--- config.mk ---
export PLATFORM = sky130hd
export DESIGN_NAME = bcd_disp_arbiter
export DESIGN_NICKNAME = d
export VERILOG_FILES = /design/src/rtl/bcd_disp_arbiter.sv
export SDC_FILE = /design/constraint.sdc
export NUM_CORES = 1
export LEC_CHECK = 0
export ABC_AREA = 1
export BUFFER_PORTS_ARGS = -buffer_cell sky130_fd_sc_hd__buf_2
export CAP_MARGIN = 10
export CORE_MARGIN = 1.5
export CORE_UTILIZATION = 53
export DETAILED_ROUTE_END_ITERATION = 12
export GPL_TIMING_DRIVEN = 0
export PLACE_DENSITY = 0.82
export SYNTH_ARGS = -nofsm -noshare
export SYNTH_HDL_FRONTEND = slang
export SYNTH_SLANG_ARGS = --single-unit
--- constraint.sdc ---
create_clock -name clk -period 4.8 [get_ports clk]
set_input_delay 1.44 -clock clk [delete_from_list [all_inputs] [get_ports clk]]
set_output_delay 1.44 -clock clk [all_outputs]
set_load 0.01 [all_outputs]
--- src/rtl/bcd_disp_arbiter.sv ---
// -----------------------------------------------------------------------------
// bcd_disp_arbiter
//
// Shares one combinational 11-bit binary-to-BCD converter between two
// requesters using round-robin arbitration. Each channel keeps its last
// 4-digit BCD result. The selected channel is time-multiplexed onto a
// 4-digit 7-segment interface (active-low anodes plus a BCD nibble that an
// external segment decoder turns into segments).
//
// Optional feature: define BLANK_LEADING_ZERO_EN to blank leading zeros of
// the displayed value (the anode is held off; the nibble still carries 0).
//
// Ports:
//   clk          system clock, rising edge
//   reset        synchronous, active-high reset
//   val0/val1    channel operands, 0..2047
//   vld0/vld1    channel request valid
//   rdy0/rdy1    channel accept (combinational, IDLE only, winner only)
//   done[1:0]    one-cycle pulse, bit n = channel n result written
//   sel          channel shown on the display / bcd_sel
//   bcd_sel      {thousands, hundreds, tens, ones} of the selected channel
//   an[3:0]      registered active-low anodes, an[0] = ones digit
//   digit[3:0]   registered BCD nibble for the lit anode
// -----------------------------------------------------------------------------
module bcd_disp_arbiter #(
  parameter int REFRESH_BITS = 17
) (
  input  logic        clk,
  input  logic        reset,
  input  logic [10:0] val0,
  input  logic        vld0,
  output logic        rdy0,
  input  logic [10:0] val1,
  input  logic        vld1,
  output logic        rdy1,
  output logic [1:0]  done,
  input  logic        sel,
  output logic [15:0] bcd_sel,
  output logic [3:0]  an,
  output logic [3:0]  digit
);

  typedef enum logic [1:0] {IDLE, CONV, DONE} state_e;

  state_e                  state_q, state_d;
  logic                    last_q, last_d;    // channel served most recently
  logic                    grant_q, grant_d;
  logic [10:0]             opnd_q, opnd_d;
  logic                    wr_en;
  logic [15:0]             res0_q, res1_q;
  logic [15:0]             conv;
  logic [REFRESH_BITS-1:0] cnt_q;
  logic [1:0]              scan_idx;
  logic [3:0]              an_q, an_d;
  logic [3:0]              digit_q, digit_d;

  // Shift-and-add-3 (double dabble) conversion of an 11-bit value.
  function automatic logic [15:0] bin2bcd(input logic [10:0] bin);
    logic [26:0] sh;
    sh = {16'd0, bin};
    for (int i = 0; i < 11; i++) begin
      for (int d = 0; d < 4; d++) begin
        if (sh[11+4*d +: 4] >= 4'd5) sh[11+4*d +: 4] = sh[11+4*d +: 4] + 4'd3;
      end
      sh = sh << 1;
    end
    return sh[26:11];
  endfunction

  assign conv = bin2bcd(opnd_q);

  // Arbitration FSM: next state and outputs.
  always_comb begin
    // NOTE: every output of a combinational block gets a default first so no
    // path through the case leaves it unassigned (which would infer a latch).
    logic win;
    win     = 1'b0;
    state_d = state_q;
    last_d  = last_q;
    grant_d = grant_q;
    opnd_d  = opnd_q;
    wr_en   = 1'b0;
    rdy0    = 1'b0;
    rdy1    = 1'b0;
    done    = 2'b00;
    case (state_q)
      IDLE: begin
        if (vld0 || vld1) begin
          // Both valid: the channel not served last wins.
          win     = (vld0 && vld1) ? ~last_q : vld1;
          rdy0    = ~win;
          rdy1    = win;
          grant_d = win;
          opnd_d  = win ? val1 : val0;
          state_d = CONV;
        end
      end
      CONV: begin
        wr_en   = 1'b1;
        state_d = DONE;
      end
      DONE: begin
        done[grant_q] = 1'b1;
        last_d        = grant_q;
        state_d       = IDLE;
      end
      default: state_d = IDLE;
    endcase
    // Handshake and pulse outputs are quiet while reset is held.
    if (reset) begin
      rdy0 = 1'b0;
      rdy1 = 1'b0;
      done = 2'b00;
    end
  end

  assign bcd_sel  = sel ? res1_q : res0_q;
  assign scan_idx = cnt_q[REFRESH_BITS-1 -: 2];

  // Display: anode and nibble for the digit the scan counter points at.
  always_comb begin
    an_d           = 4'b1111;
    an_d[scan_idx] = 1'b0;
    case (scan_idx)
      2'd0:    digit_d = bcd_sel[3:0];
      2'd1:    digit_d = bcd_sel[7:4];
      2'd2:    digit_d = bcd_sel[11:8];
      default: digit_d = bcd_sel[15:12];
    endcase
`ifdef BLANK_LEADING_ZERO_EN
    // A digit is a leading zero when it and every digit above it are 0.
    // The ones digit is never blanked.
    case (scan_idx)
      2'd3:    if (bcd_sel[15:12] == 4'd0) an_d = 4'b1111;
      2'd2:    if (bcd_sel[15:8]  == 8'd0) an_d = 4'b1111;
      2'd1:    if (bcd_sel[15:4]  == 12'd0) an_d = 4'b1111;
      default: ;
    endcase
`endif
  end

  // NOTE: sequential state uses non-blocking assignments only, so every
  // register samples the values from before the edge.
  always_ff @(posedge clk) begin
    if (reset) begin
      // NOTE: the result registers are cleared too; reset discards any
      // in-flight conversion and all stored results.
      state_q <= IDLE;
      last_q  <= 1'b1;   // so channel 0 wins the first tie
      grant_q <= 1'b0;
      opnd_q  <= '0;
      res0_q  <= '0;
      res1_q  <= '0;
      cnt_q   <= '0;
      an_q    <= 4'b1111;
      digit_q <= 4'd0;
    end else begin
      state_q <= state_d;
      last_q  <= last_d;
      grant_q <= grant_d;
      opnd_q  <= opnd_d;
      if (wr_en) begin
        if (grant_q) res1_q <= conv;
        else         res0_q <= conv;
      end
      cnt_q   <= cnt_q + REFRESH_BITS'(1);
      an_q    <= an_d;
      digit_q <= digit_d;
    end
  end

  assign an    = an_q;
  assign digit = digit_q;

endmodule

Word-level counts from Yosys, hierarchy flattened --
Index checks and enable logic that the tools add are counted.
Word-level totals: input port bits 27, memories 0, memory bits (writable) 0, bits in latches 0, bits in registers 72, ROM bits 0
Cells by class: reduce and logical (&&, ||, !) cells 9, eq/ne operators 5, magnitude comparators 38, muxes and demuxes 53, add/sub/neg operators 35, divide/modulo/power cells 0, shift-type cells 0, bitwise logic cells 4, $mul 0
Operators by type and width (count):
- $ge 4x3->1 const B | 30
- $mux 4 | 25
- $add 4x2->4 const B | 24
- $mux 3 | 9
- $add 3x2->3 const B | 6
- $add 17x1->17 const B | 1
- $mux 16 | 1
- $pmux 4 s3 | 1
- $mux 11 | 1
- $mux 1 | 10
- $add 1x2->3 const AB | 2
- $add 1x2->3 const B | 2
- $ge 1x3->1 const AB | 2
- $ge 1x3->1 const B | 2
- $mux 2 | 3
- $reduce_and 2->1 | 3
- $eq 2x1->1 const B | 2
- $eq 2x2->1 const B | 2
- $logic_not 2->1 | 2
- $not 4->4 | 1
- $pmux 2 s2 | 1
- $logic_and 1x1->1 | 3
- $lt 2x3->1 const B | 1
- $not 1->1 | 3
- 7 further kinds | 7

Longest topological paths before layout --
Gate-level depths: netlist of the first run.
depth after elaboration 20, depth in mapped cells 52, mapped depth without buffers 52

Worst setup path before layout of the first run --
OpenSTA, ideal clock, no wires.
path kind register to register, from reg opnd_q[8], to reg res0_q[5], path slack -479 ps, period minus slack after synthesis 5279 ps, arrival time 5170 ps, data required time 4691 ps, cell stages (with the launch flop) 51, library setup time 109 ps, buffers on the path 0, cells stage by stage dfxtp_1 inv_1 ha_1 inv_1 ha_1 inv_1 nand2_2 nand2_1 nand2_2 ha_1 inv_1 or2_1 nand3_2 nand2_2 nand2_1 nand2_1 inv_1 ha_1 (+15 left out) nand3_1 nand2_1 clkinv_2 nand2_4 nand2_1 nand2_1 inv_1 ha_1 nand3_1 nand3_2 nand2_1 nand3_2 nand2_4 nand2_2 nand2_1 nand3_1 nand2_1 inv_1
Between the ends: cells in the longest elaborated chain, start to end 16, elaborated cells between the ends (all ways) 42
RTL lines:
- from (decl) | RTL line 48 | logic [10:0] opnd_q, opnd_d;
- from (signal assigned) | RTL line 161 | opnd_q <= opnd_d;
- $add 4x2->4 / $ge 4x3->1 (equally long branches) | RTL line 63 | if (sh[11+4*d +: 4] >= 4'd5) sh[11+4*d +: 4] = sh[11+4*d +: 4] + 4'd3;
- $mux 4 (*) | RTL line 63
- $add 4x2->4 / $ge 4x3->1 (equally long branches) | RTL line 63
- $mux 4 | RTL line 63
- $add 4x2->4 / $ge 4x3->1 (equally long branches) | RTL line 63
- $mux 4 | RTL line 63
- $ge 4x3->1 / $add 4x2->4 (equally long branches) | RTL line 63
- $mux 4 | RTL line 63
- $add 4x2->4 / $ge 4x3->1 (equally long branches) | RTL line 63
- $mux 4 | RTL line 63
- $add 4x2->4 / $ge 4x3->1 (equally long branches) | RTL line 63
- $mux 4 | RTL line 63
- $add 4x2->4 / $ge 4x3->1 (equally long branches) | RTL line 63
- $mux 4 | RTL line 63
- $add 4x2->4 / $ge 4x3->1 (equally long branches) | RTL line 63
- $mux 4 (*) | RTL line 63
- to (signal assigned) | RTL line 164 | else res0_q <= conv;
- to (decl) | RTL line 50 | logic [15:0] res0_q, res1_q;
Every way passes the cells marked *; elsewhere a longest branch is shown, timed or not. A chain may end at the register's enable or synchronous reset.

Worst setup path after layout of the first run --
from reg opnd_q[8], to reg res1_q[6]
Between the ends: cells in the longest elaborated chain, start to end 16, elaborated cells between the ends (all ways) 42
RTL lines:
- $add 4x2->4 / $ge 4x3->1 (equally long branches) | RTL line 63
- $mux 4 (*) | RTL line 63
- $add 4x2->4 / $ge 4x3->1 (equally long branches) | RTL line 63
- $mux 4 | RTL line 63
- $add 4x2->4 / $ge 4x3->1 (equally long branches) | RTL line 63
- $mux 4 | RTL line 63
- $ge 4x3->1 / $add 4x2->4 (equally long branches) | RTL line 63
- $mux 4 | RTL line 63
- $add 4x2->4 / $ge 4x3->1 (equally long branches) | RTL line 63
- $mux 4 | RTL line 63
- $add 4x2->4 / $ge 4x3->1 (equally long branches) | RTL line 63
- $mux 4 | RTL line 63
- $add 4x2->4 / $ge 4x3->1 (equally long branches) | RTL line 63
- $mux 4 | RTL line 63
- $add 4x2->4 / $ge 4x3->1 (equally long branches) | RTL line 63
- $mux 4 (*) | RTL line 63
- to (signal assigned) | RTL line 163 | if (grant_q) res1_q <= conv;
- to (decl) | RTL line 50
Marks and branches as above.

==> flow_summary.yaml, run 1 <==
status:
  status: "finished, violations left"
  failed_checks: "negative setup slack"
sta:
  fmax_ghz: 0.192
  setup_viol_count_final: 16
  max_slew.worst_pin.slew_ps: 551
  max_slew_margin: 0.629
  finalHoldViolations: 0
  min_period_ps: 5200
  rsz0062_at_grt: "yes"
  fin_worst_skew_ps: 8.68
  final_max_slew_viol_count: 0
  setup_ws_ps: -404
  final.period_utilization: 1.08
cells_and_area:
  diodes: 0
  mostFrequentLayoutCells: "123 x nand2_1, 100 x inv_1, 66 x dfxtp_1"
  final_layout_size_suffix_gt1_frac: 0.371
  final_nets: 844
  regArea_mm2: 0.00137
  design_area_mm2: 0.00629
  multi_input_area_mm2: 0.00340
  fillers: 573
  final_common_cell: "nand2_1"
  areaGrowthSynthToFinish_pct: 38.4
routing:
  drc: 0
  drt_iter0_markers: 263
  avgRoutedWirePerCell_um: 14.1
  num_vias: 4869
  ant_nets: 0
  wirelength_um: 12900
  first_pass_iters: 4
  viasPerCell: 5.34
place:
  dpl-instance-area_mm2: 0.00514
  place_hpwl_um: 7830
  gp_congestion: 0.848
  portBuffers: 52
global_route:
  antenna_found_initial: 0
  top_usage_layer: "met2"
  grt_pass1_vias: 4426
  track_usage: 0.255
  grt_pass1_wl_um: 18500
  overflow: 0
  grt_max_degree: 14
  met3_usage: 0.0494
  grtUsageMet1: 0.279
  use_met2: 0.473
worst_setup_path:
  worstPathRequired_ps: 5060
  rr_worst_depth: 49
  crit_arrival_ps: 5460
  cp_max_fo: 5
  critPathSlowestCell: "dfxtp_4"
  startpoint_type: "flip-flop"
  cp-end-kind: "flip-flop"
  slowest_delay_ps: 380
  reg2reg_slack_ps: -400
  path_class: "reg2reg"
  crit_top_cell: "nand2_4"
logic_synthesis:
  ys_dominant_reg_cell: "dfxtp_1"
  yosysTopAreaCell: "dfxtp_1"
  synth_cell_type_count: 42
  synth_cells: 692
  synth-simple-area-share: 0.387
  synth_top_family_by_area: "simple AND/OR/NAND/NOR gates"
  ys_seq_area_frac: 0.299
  synth_top_area_share: 0.299
  ys_top_cells_by_area: "dfxtp_1 30%, nand2_1 13%, inv_1 9.6%, nand3_1 8.5%, nand2_2 4.8%"
  yosys_register_bits: 68
  synth_xor_area_frac: 0.00770
  syn_avg_cell_area_um2: 6.57
  yosys_warnings: 0
  netlist_area_mm2: 0.00455
  synth_edf_count: 0
  synth-adder-area-share: 0.0413
  synth_compound_area_frac: 0.131
  synth.area.mux_share: 0.00990
  ys_async_sr_fraction: 0
cts:
  cts_num_sinks: 68
  clockBufferDepth: 2
  numCtsBuffers: 9
  cts_tree: "done"
  cts_hold_buf: 0
  htreeDepth: 3
  clk_latency_ps: 360
  root_buffer: "clkbuf_8"
  clk_pin_slew_ps: 80
hold_path:
  holdPathStages: 1
  hold_path.class: "reg2reg"
floorplan:
  die-area_mm2: 0.00915
  die_h_um: 95.6
  dieWidth_um: 95.6
  initial_core_util: 0.551
  io_pins: 55
  core-area_mm2: 0.00826
  placementRows: 33
job:
  cap_violations: 0
==> cell families after synthesis <==
logic type	count (synthesis)
buf+inv	143
mux	4
fa+ha+maj	15
xor+xnor	4
compound gates	102
simple gates	355
other cells	1
flops	68
==> what timing repair did <==
action | 4_1_cts | 5_1_grt
pin swaps | 34 | 55
gates resized for setup | 57 | 75
setup endpoints to repair | 16 | 26
buffers inserted | 27 | 19
==> flip-flops by register name (all words and copies together) (netlist names) <==
signal / count
res1_q: 14
opnd_q: 11
res0_q: 14
last_q: 1
an: 4
cnt_q: 17
state_q: 2
grant_q: 1
digit: 4
==> per-layer routing <==
metal  wire, um  up-vias
met4        467        0
met5          0        -
li1           -     2425
met3        495       42
met1       5100     2275
met2       6800      127
==> stage by stage <==
stage | util | cells | setup TNS, ps | setup WS, ps | hold slack (ps)
global route | 0.762 | 912 | -10150 | -667 | 490
global placement | 0.622 | 850 | -4450 | -359 | 427
finish | 0.762 | 912 | -4510 | -404 | 457
CTS | 0.701 | 893 | -2080 | -183 | 459
floorplan | - | 693 | -94.3 | -27.5 | 418
detailed placement | 0.622 | 850 | -6950 | -505 | 440
==> worst max-delay path, delay by kind of cell, from the launching register on <==
kind                       cells  cell delay (ps)
AOI/OAI and AO/OA              3              300
DFF                            1              380
buffers and inverters         11              780
and+or+nand+nor               28             2550
adders and majority gates      7             1040
==> final timing paths <==
path / startpoint / end
hold / removal: cnt_q[0]$_SDFF_PP0_ / cnt_q[0]$_SDFF_PP0_
setup reg to reg: opnd_q[8]$_SDFFE_PP0P_ / res1_q[6]$_SDFFE_PP0P_
setup / recovery: opnd_q[8]$_SDFFE_PP0P_ / res1_q[6]$_SDFFE_PP0P_
hold reg to reg: cnt_q[0]$_SDFF_PP0_ / cnt_q[0]$_SDFF_PP0_
==> cell type report <==
| cell class | count | share of cell area |
|---|---|---|
| buffer | 19 | 0.0149 |
| clock buffer | 9 | 0.0197 |
| clock inverter | 7 | 0.0121 |
| inverter | 124 | 0.0771 |
| multi-input combinational | 482 | 0.541 |
| sequential | 68 | 0.217 |
| tap | 105 | 0.0209 |
| timing repair buffer | 98 | 0.0968 |
==> synthesized netlist by cell type, types with 2 or more instances <==
cell type and instances:
o21a_1 9, nand4_1 4, a21oi_1 36, xor2_1 4, nand2_2 35, inv_1 116, ha_1 15, o21ai_1 4
nand3_1 77, nor2_1 41, nand2_4 12, dfxtp_1 68, nor3_1 7, nand2_1 156, or2_2 2, buf_1 3
o211ai_1 12, o21ai_0 33, clkbuf_1 10, inv_2 6, buf_4 4, nand3_2 14, o21ai_2 2, mux2_2 4
Power of run 1 is not shown: default switching activity piles up to over one toggle a cycle in this logic, so the estimate is an artifact.
==> inputs of run 2 (changes only) <==
--- a/config.mk
+++ b/config.mk
@@ -5,14 +5,14 @@
 export SDC_FILE = /design/constraint.sdc
 export NUM_CORES = 1
 export LEC_CHECK = 0
-export ABC_AREA = 1
 export BUFFER_PORTS_ARGS = -buffer_cell sky130_fd_sc_hd__buf_2
 export CAP_MARGIN = 10
 export CORE_MARGIN = 1.5
-export CORE_UTILIZATION = 53
+export CORE_UTILIZATION = 54
 export DETAILED_ROUTE_END_ITERATION = 12
 export GPL_TIMING_DRIVEN = 0
 export PLACE_DENSITY = 0.82
+export SKIP_CTS_REPAIR_TIMING = 1
 export SYNTH_ARGS = -nofsm -noshare
 export SYNTH_HDL_FRONTEND = slang
 export SYNTH_SLANG_ARGS = --single-unit
==> run 2 against run 1 <==
  * Die area increased by 7.7%
  * Synthesized cell count decreased by 11%
  * Clock skew decreased by 1.5 ps
  * Critical path depth decreased by 7
  * Non-clock buffer count increased by 18
  * Synthesized area increased by 10%
  * The flow still finishes with violations (negative setup slack)
  * Via count increased by 9.6%
==> flow_summary.yaml, run 2 <==
sta:
  min_period_ps: 7050
  max_slew.worst_pin.slew_ps: 758
  fin_worst_skew_ps: 7.19
  max_slew_margin: 0.489
  fmax_ghz: 0.142
  rsz0062_at_grt: "yes"
  finalHoldViolations: 0
  setup_ws_ps: -2250
  final_max_slew_viol_count: 0
  final.period_utilization: 1.47
  setup_viol_count_final: 26
cells_and_area:
  diodes: 0
  top_register: "cnt_q"
  fillers: 586
  top_regs: "cnt_q (17), res0_q (14), res1_q (14)"
  mostFrequentLayoutCells: "73 x nor2_1, 66 x dfxtp_1, 54 x buf_4"
  final_common_cell: "nor2_1"
  final_layout_size_suffix_gt1_frac: 0.374
  design_area_mm2: 0.00674
  largest_register_ffs: 17
  finalNonFillerCells: 849
  areaGrowthSynthToFinish_pct: 34.7
  final_nets: 779
place:
  gp_congestion: 0.946
  place_hpwl_um: 9570
  dpl-instance-area_mm2: 0.00575
  dp.cells: 780
  portBuffers: 51
logic_synthesis:
  synth_top_area_share: 0.272
  netlist_area_mm2: 0.00500
  syn_avg_cell_area_um2: 8.08
  ys_top_cells_by_area: "dfxtp_1 27%, nor2_1 6.1%, mux2_2 4.7%, mux2i_1 4.2%, nand2_1 3.8%"
  ys_dominant_reg_cell: "dfxtp_1"
  yosys_register_bits: 68
  synth.top_cells.by_count: "81 x nor2_1, 68 x dfxtp_1, 51 x nand2_1, 23 x inv_1"
  yosysTopAreaCell: "dfxtp_1"
  ys_async_sr_fraction: 0
  synth_cells: 619
  synth_edf_count: 0
  yosys_warnings: 0
  ys_seq_area_frac: 0.272
  synth.most_common_cell: "nor2_1"
  synth_cell_type_count: 81
worst_setup_path:
  rr_endpoint: "res1_q[8]$_SDFFE_PP0P_"
  slowest_delay_ps: 370
  worstPathRequired_ps: 5070
  cp-end-kind: "flip-flop"
  crit_arrival_ps: 7320
  crit_top_cell: "ha_4"
  reg2reg_slack_ps: -2250
  cp-endpoint: "res1_q[8]$_SDFFE_PP0P_"
  cp_max_fo: 5
  path_class: "reg2reg"
  startpoint_type: "flip-flop"
  reg2reg_from: "opnd_q[9]$_SDFFE_PP0P_"
  rr_worst_depth: 42
  critPathSlowestCell: "a2111o_1"
  critical_path.startpoint: "opnd_q[9]$_SDFFE_PP0P_"
cts:
  clk_pin_slew_ps: 80
  clockBufferDepth: 2
  root_buffer: "clkbuf_8"
  cts_num_sinks: 68
  cts_tree: "done"
  htreeDepth: 3
  numCtsBuffers: 9
  clk_latency_ps: 340
hold_path:
  hold_path.class: "reg2reg"
  holdPathStages: 1
routing:
  ant_nets: 0
  num_vias: 5338
  avgRoutedWirePerCell_um: 16.9
  drc: 0
  drt_iter0_markers: 269
  wirelength_um: 14300
  first_pass_iters: 5
  viasPerCell: 6.29
global_route:
  track_usage: 0.256
  overflow: 0
  antenna_found_initial: 0
  grt_max_degree: 13
  grt_pass1_wl_um: 20800
  grt_pass1_vias: 4558
status:
  failed_checks: "negative setup slack"
  status: "finished, violations left"
floorplan:
  core-area_mm2: 0.00885
  placementRows: 34
  initial_core_util: 0.565
  die_h_um: 99.2
  die-area_mm2: 0.00985
  dieWidth_um: 99.2
  io_pins: 55
job:
  cap_violations: 0
## run 2: metrics by stage
step | hold WS [ps] | utilization | worst slack [ps] | setup TNS [ps]
global placement | 423 | 0.649 | -2240 | -47250
detailed placement | 438 | 0.650 | -2530 | -53160
global route | 470 | 0.761 | -2530 | -55290
finish | 447 | 0.761 | -2250 | -48480
CTS | 449 | 0.670 | -2570 | -54170
floorplan | 413 | - | -1780 | -34920
## run 2: kinds of logic (layout without fill, tap and decap cells)
kind of cell | count (synthesis) | in the layout | synth area share
muxes | 47 | 47 | 0.107
other | 1 | 2 | 0.000750
DFF | 68 | 68 | 0.272
buffers and inverters | 54 | 175 | 0.0443
adders and majority gates | 15 | 15 | 0.0375
AOI/OAI and AO/OA | 174 | 174 | 0.262
xor gates and xnor gates | 25 | 25 | 0.0468
and+or+nand+nor | 235 | 235 | 0.229
## run 2: area by class of cell
cell class                      count  area [um2]  area share
Timing Repair Buffer              107         684       0.102
Sequential cell                    68        1370       0.203
Multi-Input combinational cell    498        4130       0.612
Tap cell                          108         135      0.0201
Inverter                           25         101      0.0150
Buffer                             28         136      0.0202
Clock buffer                       10         149      0.0221
Clock inverter                      5        35.0     0.00520
## run 2: critical path: cells and delay by family (launching register included)
| family | cells | cell delay (ps) |
|---|---|---|
| AOI/OAI and AO/OA | 14 | 2790 |
| xor gates and xnor gates | 2 | 300 |
| buffers and inverters | 7 | 560 |
| and+or+nand+nor | 9 | 1100 |
| muxes | 2 | 510 |
| DFF | 1 | 360 |
| adders and majority gates | 8 | 1330 |
## run 2: worst min path at each step
stage                         from                  end  slack (ps)
3_3_place_gp   cnt_q[0]$_SDFF_PP0_  cnt_q[0]$_SDFF_PP0_         420
4_1_cts        cnt_q[0]$_SDFF_PP0_  cnt_q[0]$_SDFF_PP0_         450
5_1_grt        cnt_q[0]$_SDFF_PP0_  cnt_q[0]$_SDFF_PP0_         470
2_1_floorplan  cnt_q[0]$_SDFF_PP0_  cnt_q[0]$_SDFF_PP0_         410
6_report       cnt_q[0]$_SDFF_PP0_  cnt_q[0]$_SDFF_PP0_         450
3_5_place_dp   cnt_q[0]$_SDFF_PP0_  cnt_q[0]$_SDFF_PP0_         440
## run 2: per-layer routing
metal	wire, um	up-vias	global-route usage
met1	5980	2549	0.332
met4	275	0	0.0628
li1	-	2535	-
met2	7230	220	0.445
met3	853	34	0.0408
met5	0	-	0
Power of run 2 is left out for the same reason.
==> inputs of run 3 (changes only) <==
--- a/config.mk
+++ b/config.mk
@@ -7,11 +7,13 @@
 export LEC_CHECK = 0
 export BUFFER_PORTS_ARGS = -buffer_cell sky130_fd_sc_hd__buf_2
 export CAP_MARGIN = 10
+export CELL_PAD_IN_SITES_DETAIL_PLACEMENT = 1
+export CELL_PAD_IN_SITES_GLOBAL_PLACEMENT = 1
 export CORE_MARGIN = 1.5
-export CORE_UTILIZATION = 54
+export CORE_UTILIZATION = 40
 export DETAILED_ROUTE_END_ITERATION = 12
 export GPL_TIMING_DRIVEN = 0
-export PLACE_DENSITY = 0.82
+export PLACE_DENSITY = 0.86
 export SKIP_CTS_REPAIR_TIMING = 1
 export SYNTH_ARGS = -nofsm -noshare
 export SYNTH_HDL_FRONTEND = slang
==> run 3 against run 2 <==
  * The flow still finishes with violations (negative setup slack)
  * Sequential share of layout area is 0.86 points lower
  * Final area is 4.4% higher
  * Critical path depth stayed put
==> flow_summary.yaml, run 3 (synthesis results as in run 2) <==
floorplan:
  core-area_mm2: 0.0121
  initial_core_util: 0.413
  die_h_um: 115
  io_pins: 55
  placementRows: 40
  die-area_mm2: 0.0132
  dieWidth_um: 115
hold_path:
  hold_path.class: "reg2reg"
  worstHoldStart: "cnt_q[0]$_SDFF_PP0_"
worst_setup_path:
  crit_family: "compound AO/OA/AOI/OAI gates"
  path_class: "reg2reg"
  critical_path.startpoint: "opnd_q[9]$_SDFFE_PP0P_"
  startpoint_type: "flip-flop"
  cp-endpoint: "res0_q[5]$_SDFFE_PP0P_"
  reg2reg_from: "opnd_q[9]$_SDFFE_PP0P_"
  cp_max_fo: 5
  crit_top_cell: "ha_4"
  crit_arrival_ps: 7480
  critPathBufInv: 7
  slowest_delay_ps: 370
  rr_endpoint: "res0_q[5]$_SDFFE_PP0P_"
  reg2reg_slack_ps: -2470
  critPathSlowestCell: "dfxtp_4"
  rr_worst_depth: 42
  worstPathRequired_ps: 5010
  path_depth: 42
  cp-end-kind: "flip-flop"
routing:
  ant_nets: 0
  drc: 0
  wl_met2_um: 10400
  wl_met3_um: 988
  first_pass_iters: 5
  num_vias: 5685
  top_layer: "met4"
  wirelength_um: 20400
  wl_met1_um: 8250
  avgRoutedWirePerCell_um: 22.3
  drt_iter0_markers: 428
  viasPerCell: 6.23
cells_and_area:
  final_layout_size_suffix_gt1_frac: 0.373
  largest_register_ffs: 17
  final_common_cell: "nor2_1"
  final_nets: 783
  top_register: "cnt_q"
  top_regs: "cnt_q (17), res0_q (14), res1_q (14)"
  mostFrequentLayoutCells: "75 x nor2_1, 66 x dfxtp_1, 59 x buf_4"
  diodes: 0
  areaGrowthSynthToFinish_pct: 40.6
  fin_util: 0.581
global_route:
  overflow: 0
  grt_pass1_vias: 5290
  antenna_found_initial: 0
  grt_max_degree: 13
  track_usage: 0.246
  grt_pass1_wl_um: 25900
cts:
  clk_latency_ps: 350
  cts_tree: "done"
  htreeDepth: 3
  clockBufferDepth: 2
  cts_num_sinks: 68
  clk_pin_slew_ps: 70
  numCtsBuffers: 9
  root_buffer: "clkbuf_16"
sta:
  final_max_slew_viol_count: 0
  max_slew_margin: 0.486
  min_period_ps: 7270
  finalHoldViolations: 0
  setup_viol_count_final: 26
  final.period_utilization: 1.51
  setup_ws_ps: -2470
  max_slew.worst_pin.slew_ps: 762
  rsz0062_at_grt: "yes"
  fmax_ghz: 0.138
  fin_worst_skew_ps: 12.4
status:
  status: "finished, violations left"
  failed_checks: "negative setup slack"
place:
  gp_congestion: 0.885
  place_hpwl_um: 11800
  portBuffers: 51
job:
  cap_violations: 0
## run 3: changes by cell type in the layout (fill, tap and decap cells not counted), moves of 2 or more
cell	before	now
a31oi_1	5	3
buf_4	54	59
buf_6	6	4
clkbuf_16	1	10
clkbuf_8	9	0
nor2_1	73	75
o21ai_1	1	3
o21ai_2	6	2
## run 3: through the flow
step	hold WS, ps	std cells	cell area [um2]	setup slack [ps]	setup TNS [ps]
floorplan	413	620	5350	-1780	-34920
global placement	423	839	5820	-2340	-50950
detailed placement	445	840	5830	-2630	-56950
CTS	455	855	6140	-2700	-58140
global route	470	913	7030	-2760	-58340
finish	453	913	7030	-2470	-51460
## run 3: layout make-up
class	instances	area, um2
tap	168	210
multi-input combinational	498	4180
timing repair buffer	111	724
fill	1459	5080
clock inverter	5	60.1
inverter	25	101
buffer	28	136
clock buffer	10	250
sequential	68	1370
## run 3: worst min path at each step
| stage | endpoint | slack, ps | depth (start not counted) |
|---|---|---|---|
| global placement | cnt_q[0]$_SDFF_PP0_ | 420 | 1 |
| floorplan | cnt_q[0]$_SDFF_PP0_ | 410 | 1 |
| detailed placement | cnt_q[0]$_SDFF_PP0_ | 440 | 1 |
| CTS | cnt_q[0]$_SDFF_PP0_ | 450 | 1 |
| finish | cnt_q[0]$_SDFF_PP0_ | 450 | 1 |
| global route | cnt_q[0]$_SDFF_PP0_ | 470 | 1 |
## run 3: layer usage
layer	vias to the layer above	GRT usage
met1	2834	0.307
met4	0	0.0733
met5	-	0
li1	2550	-
met3	72	0.0358
met2	229	0.442
Power of run 3 is left out for the same reason.
